<file path="config.mk">
export PLATFORM = sky130hd
export DESIGN_NAME = sample_wr_dma
export DESIGN_NICKNAME = d
export VERILOG_FILES = /design/src/rtl/sample_wr_dma.sv
export SDC_FILE = /design/constraint.sdc
export NUM_CORES = 1
export LEC_CHECK = 0
export CORE_MARGIN = 3
export CORE_UTILIZATION = 53
export DETAILED_ROUTE_END_ITERATION = 6
export PLACE_DENSITY_LB_ADDON = 0.08
export SKIP_CTS_REPAIR_TIMING = 1
export SYNTH_ARGS = -nofsm -noshare
export SYNTH_HDL_FRONTEND = slang
export SYNTH_SLANG_ARGS = --single-unit
</file>
<file path="constraint.sdc">
create_clock -name clk -period 4.66 [get_ports clk]
set_input_delay 0.466 -clock clk [delete_from_list [all_inputs] [get_ports clk]]
set_output_delay 0.466 -clock clk [all_outputs]
set_load 0.01 [all_outputs]
</file>
<file path="src/rtl/sample_wr_dma.sv">
// Circular-buffer sample writer: input FIFO feeding single-beat AXI-lite writes at consecutive word addresses.
// Optional keep-one-in-DECIM decimation is compiled in with `define SAMPLE_WR_DMA_DECIM_EN.
module sample_wr_dma #(
  parameter int unsigned        ADDR_W      = 9,
  parameter int unsigned        DATA_W      = 32,
  parameter logic [ADDR_W-1:0]  BASE_ADDR   = 9'h100,
  parameter int unsigned        DEPTH_WORDS = 32,
  parameter int unsigned        FIFO_DEPTH  = 4,
  parameter int unsigned        DECIM       = 2
) (
  input  logic              clk,
  input  logic              reset,
  input  logic              en,
  input  logic              sample_valid,
  output logic              sample_ready,
  input  logic [DATA_W-1:0] sample_data,
  output logic [ADDR_W-1:0] awaddr,
  output logic              awvalid,
  input  logic              awready,
  output logic [DATA_W-1:0] wdata,
  output logic [3:0]        wstrb,
  output logic              wvalid,
  input  logic              wready,
  input  logic [1:0]        bresp,
  input  logic              bvalid,
  output logic              bready,
  output logic              wrap_pulse,
  output logic              err,
  output logic [15:0]       wr_count
);

  localparam int unsigned       PTR_W     = (FIFO_DEPTH > 1) ? $clog2(FIFO_DEPTH) : 1;
  localparam int unsigned       CNT_W     = PTR_W + 1;
  localparam logic [CNT_W-1:0]  FULL_CNT  = CNT_W'(FIFO_DEPTH);
  localparam logic [ADDR_W-1:0] LAST_ADDR = BASE_ADDR + ADDR_W'(4 * (DEPTH_WORDS - 1));

  typedef enum logic [1:0] {IDLE, ADDR_DATA, RESP} state_t;

  state_t             state_q, state_d;
  logic [DATA_W-1:0]  mem [FIFO_DEPTH];
  logic [PTR_W-1:0]   wr_ptr, rd_ptr;
  logic [CNT_W-1:0]   fifo_cnt;
  logic               fifo_empty;
  logic               accept, push, pop;
  logic [DATA_W-1:0]  head;

  logic [ADDR_W-1:0]  awaddr_d;
  logic               awvalid_d, wvalid_d, bready_d, wrap_d, err_d;
  logic [DATA_W-1:0]  wdata_d;
  logic [15:0]        wr_count_d;

  // Ready depends only on the registered occupancy, so a same-cycle pop never frees a slot early.
  assign sample_ready = en & (fifo_cnt != FULL_CNT);
  assign accept       = sample_valid & sample_ready;
  assign fifo_empty   = (fifo_cnt == '0);
  assign head         = mem[rd_ptr];
  assign wstrb        = 4'hF;

`ifdef SAMPLE_WR_DMA_DECIM_EN
  localparam int unsigned DC_W = (DECIM > 1) ? $clog2(DECIM) : 1;
  logic [DC_W-1:0] decim_cnt;

  // Every accepted sample advances the phase; only phase 0 reaches the FIFO.
  always_ff @(posedge clk or posedge reset) begin
    if (reset) begin
      decim_cnt <= '0;
    end else if (accept) begin
      decim_cnt <= (decim_cnt == DC_W'(DECIM - 1)) ? '0 : decim_cnt + DC_W'(1);
    end
  end

  assign push = accept & (decim_cnt == '0);
`else
  localparam int unsigned unused_decim = DECIM;
  assign push = accept;
`endif

  always_ff @(posedge clk or posedge reset) begin
    if (reset) begin
      wr_ptr   <= '0;
      rd_ptr   <= '0;
      fifo_cnt <= '0;
    end else begin
      if (push) wr_ptr <= wr_ptr + PTR_W'(1);
      if (pop)  rd_ptr <= rd_ptr + PTR_W'(1);
      case ({push, pop})
        2'b10:   fifo_cnt <= fifo_cnt + CNT_W'(1);
        2'b01:   fifo_cnt <= fifo_cnt - CNT_W'(1);
        default: fifo_cnt <= fifo_cnt;
      endcase
    end
  end

  always_ff @(posedge clk) begin
    if (push) mem[wr_ptr] <= sample_data;
  end

  always_ff @(posedge clk or posedge reset) begin
    if (reset) begin
      state_q    <= IDLE;
      awaddr     <= BASE_ADDR;
      awvalid    <= 1'b0;
      wvalid     <= 1'b0;
      wdata      <= '0;
      bready     <= 1'b0;
      wrap_pulse <= 1'b0;
      err        <= 1'b0;
      wr_count   <= '0;
    end else begin
      state_q    <= state_d;
      awaddr     <= awaddr_d;
      awvalid    <= awvalid_d;
      wvalid     <= wvalid_d;
      wdata      <= wdata_d;
      bready     <= bready_d;
      wrap_pulse <= wrap_d;
      err        <= err_d;
      wr_count   <= wr_count_d;
    end
  end

  // Address and data channels complete independently; the response phase starts once both have.
  always_comb begin
    state_d    = state_q;
    awaddr_d   = awaddr;
    awvalid_d  = awvalid;
    wvalid_d   = wvalid;
    wdata_d    = wdata;
    bready_d   = bready;
    wrap_d     = 1'b0;
    err_d      = err;
    wr_count_d = wr_count;
    pop        = 1'b0;
    unique case (state_q)
      IDLE: begin
        if (!fifo_empty) begin
          pop       = 1'b1;
          wdata_d   = head;
          awvalid_d = 1'b1;
          wvalid_d  = 1'b1;
          state_d   = ADDR_DATA;
        end
      end
      ADDR_DATA: begin
        if (awvalid && awready) awvalid_d = 1'b0;
        if (wvalid && wready)   wvalid_d  = 1'b0;
        if (!awvalid_d && !wvalid_d) begin
          bready_d = 1'b1;
          state_d  = RESP;
        end
      end
      RESP: begin
        if (bvalid) begin
          bready_d   = 1'b0;
          wr_count_d = wr_count + 16'd1;
          if (bresp != 2'b00) err_d = 1'b1;
          if (awaddr == LAST_ADDR) begin
            awaddr_d = BASE_ADDR;
            wrap_d   = 1'b1;
          end else begin
            awaddr_d = awaddr + ADDR_W'(4);
          end
          if (!fifo_empty) begin
            pop       = 1'b1;
            wdata_d   = head;
            awvalid_d = 1'b1;
            wvalid_d  = 1'b1;
            state_d   = ADDR_DATA;
          end else begin
            state_d = IDLE;
          end
        end
      end
      default: state_d = IDLE;
    endcase
  end

endmodule

</file>
==> results.py <==
metrics = {
    "cts": {
        "clk_pin_slew_ns": 0.06,
        "clock_latency_ns": 0.41,
        "root_buffer": "clkbuf_16",
        "htree_levels": 4,
        "cts_buffers": 17,
        "cts_tree": "yes",
        "cts_buffer_depth": 2,
        "cts.sinks": 197,
    },
    "die": {
        "dieArea_mm2": 0.0162,
        "rows": 43,
        "core_area_mm2": 0.0141,
        "die_h_um": 127,
        "die-width_um": 127,
        "initial_core_util": 0.551,
        "ios": 108,
    },
    "critical_path": {
        "crit_path_frequent_cell": "clkdlybuf4s50_1",
        "crit_path_top_delay_cell": "clkdlybuf4s50_1",
        "endpoint_kind": "primary output",
        "cp_top_family": "buffers and inverters",
        "r2r_setup_slack_ns": 2.60,
        "rr_startpoint": "rd_ptr[0]$_DFFE_PP0P_",
        "critical_path_class": "in2out",
        "worst_ep_required_time_ns": 4.19,
        "cpPeakStageDelay_ns": 0.60,
        "rr_worst_depth": 3,
        "crit_fanout": 6,
        "critPathBufInv": 3,
        "worstReg2RegEnd": "wdata[25]$_DFFE_PP0P_",
        "arrival_ns": 1.81,
        "startpoint_type": "input port",
        "crit_chain": "clkdlybuf4s50_1 -> inv_1 -> a31oi_2 -> clkdlybuf4s50_1",
    },
    "global_routing": {
        "grt_pass1_vias": 3952,
        "grt_pass1_wl_um": 21100,
        "antenna_found_initial": 0,
        "grt-ovfl-total": 0,
        "gr-usage-all-layers": 0.172,
        "grt_max_degree": 69,
    },
    "yosys": {
        "synth_compound_area_frac": 0.0136,
        "ys_seq_area_frac": 0.714,
        "synth_area_mm2": 0.00780,
        "synth_xor_area_frac": 0.0247,
        "synthMuxAreaShare": 0.158,
        "yosysWarnings": 0,
        "async_flop_share": 0.350,
        "ys_top_cells_by_area": "edfxtp_1 (49%), dfrtp_1 (22%), mux4_2 (8.1%), mux2_4 (5.4%), xnor2_1 (1.9%)",
        "yosysMostFrequentCell": "edfxtp_1",
        "synth_cell_types": 42,
        "synth_edf_count": 128,
        "synthAdderAreaFrac": 0.0154,
        "synth-simple-area-share": 0.0430,
        "synthTopCellsByCount": "edfxtp_1 (128), dfrtp_1 (68), mux2_4 (28), mux4_2 (28), nand2_1 (25)",
        "synth_top_area_frac": 0.493,
        "syn_avg_cell_area_um2": 18.9,
        "yosys.area.top_type": "edfxtp_1",
        "synth-main-ff-cell": "edfxtp_1",
        "netlist_instances": 413,
        "synth_top_family_by_area": "multiplexers",
        "synth_seq_cells": 197,
    },
    "drt": {
        "met3_length_um": 545,
        "top_layer_used": "met4",
        "dr_wl_met2_um": 6760,
        "num_vias": 3855,
        "wl_per_cell_um": 18.5,
        "wirelength_um": 13100,
        "drt_iter0_drc": 184,
        "met1_length_um": 5740,
        "ant_nets": 0,
        "viasPerCell": 5.41,
        "route.detailed.drc": 0,
        "firstDrtPassIters": 4,
    },
    "timing": {
        "worst_pin_slew_ns": 0.910,
        "setup_ws_ns": 2.38,
        "hold_viol_final": 0,
        "relSlewSlack": 0.393,
        "period_share": 0.488,
        "slew_violations": 0,
        "post-route-min-period_ns": 2.28,
        "fin_skew_ns": 0.00480,
        "rsz0062_at_grt": "no",
        "max_freq_mhz": 439,
        "setup_tns_ns": 0,
        "setup_viol": 0,
    },
    "run_status": {
        "status": "finished, final reports clean",
    },
    "placed_design": {
        "hpwl_um": 7920,
        "placed_area_mm2": 0.00889,
        "place_ws_ns": 2.16,
        "gp_congestion": 0.759,
        "port_buffers": 101,
    },
    "power": {
        "power_density_mw_per_mm2": 600,
        "power.leakage_nw": 3.52,
        "irDropWorstVdd_mv": 0.278,
    },
    "finish": {
        "finalInstanceArea_mm2": 0.00945,
        "utilization": 0.668,
        "antenna_cells": 0,
        "final_nets": 569,
        "drive_gt1_frac": 0.180,
        "area_growth_pct": 21.2,
    },
    "hold_path": {
        "hp-class": "in2async",
    },
    "job": {
        "maxCapViolCount": 0,
    },
}
==> flip-flops by register name (all words and copies together), names as in the netlist, 2 cells and up <==
| name | cells |
|---|---|
| awaddr | 7 |
| fifo_cnt | 3 |
| mem | 128 |
| rd_ptr | 2 |
| state_q | 2 |
| wdata | 32 |
| wr_count | 16 |
| wr_ptr | 2 |
==> worst reg2reg max path, delay by kind of cell, from the launching register on <==
family	cells	cell delay, ns
multiplexers	2	0.94
flip-flops	1	0.50
buffers and inverters	1	0.51
==> power by group <==
part / internal [W] / leakage, nW / switching (W) / total (W)
Clock: 0.000814 / 0.269 / 0.000571 / 0.00139
Combinational: 0.00109 / 1.26 / 0.000684 / 0.00177
Sequential: 0.00223 / 1.99 / 0.000281 / 0.00252
==> cells by family after synthesis <==
logic type      count (synthesis)
compound gates                 16
xor+xnor                       22
fa+ha+maj                       9
buf+inv                        31
flops                         197
mux                            67
other cells                     2
simple gates                   69
==> routing by layer <==
| metal | vias to the layer above | GRT usage |
|---|---|---|
| li1 | 1775 | - |
| met1 | 1978 | 0.231 |
| met2 | 95 | 0.279 |
| met3 | 7 | 0.0393 |
| met4 | 0 | 0.0644 |
| met5 | - | 0 |
==> metrics by stage <==
step	hold WS, ns	instances	total power, W
4_1_cts	0.182	712	0.00575
3_5_place_dp	0.463	680	0.00436
2_1_floorplan	0.460	417	0.00375
5_1_grt	0.186	712	0.00597
3_3_place_gp	0.460	680	0.00431
6_report	0.203	712	0.00567
==> how the worst max path moves through the flow <==
stage               slack (ns)                      end    from  cells after the start
floorplan                 2.46    awaddr[2]$_DFFE_PP0P_   reset                      1
global placement          2.18    wdata[28]$_DFFE_PP0P_  bvalid                      5
detailed placement        2.16  fifo_cnt[2]$_DFFE_PP0P_  bvalid                      9
CTS                       2.37             sample_ready      en                      4
global route              2.32             sample_ready      en                      4
finish                    2.38             sample_ready      en                      4
==> cells in the final DEF, fill, tap and decap left out, drive strengths merged, types with 2 or more instances in the layout <==
cell type / netlist / routed
a31oi: 3 / 3
edfxtp: 128 / 128
inv: 10 / 9
nand2: 25 / 25
dfrtp: 68 / 68
o21bai: 2 / 2
nor3: 7 / 7
clkdlybuf4s50: 0 / 101
ha: 8 / 8
xnor2: 17 / 17
and3: 6 / 6
clkbuf: 3 / 26
mux4: 32 / 32
o21ai: 4 / 4
nor2: 9 / 9
bufinv: 0 / 2
a21oi: 4 / 4
clkinv: 0 / 5
nand3: 8 / 8
xor2: 5 / 5
nor2b: 2 / 2
buf: 18 / 3
nand4: 5 / 5
conb: 2 / 6
mux2: 34 / 34
==> final cells by class <==
type                    count  area (um^2)
flip-flops and latches    197         5570
fillers                   973         4700
multi-input cells         189         2020
repair buffers            104         1030
clock buffers              26          479
well taps                 180          225
clock inverters             6         76.3
inverters                  10         38.8
(Power assumes the default switching activity.)
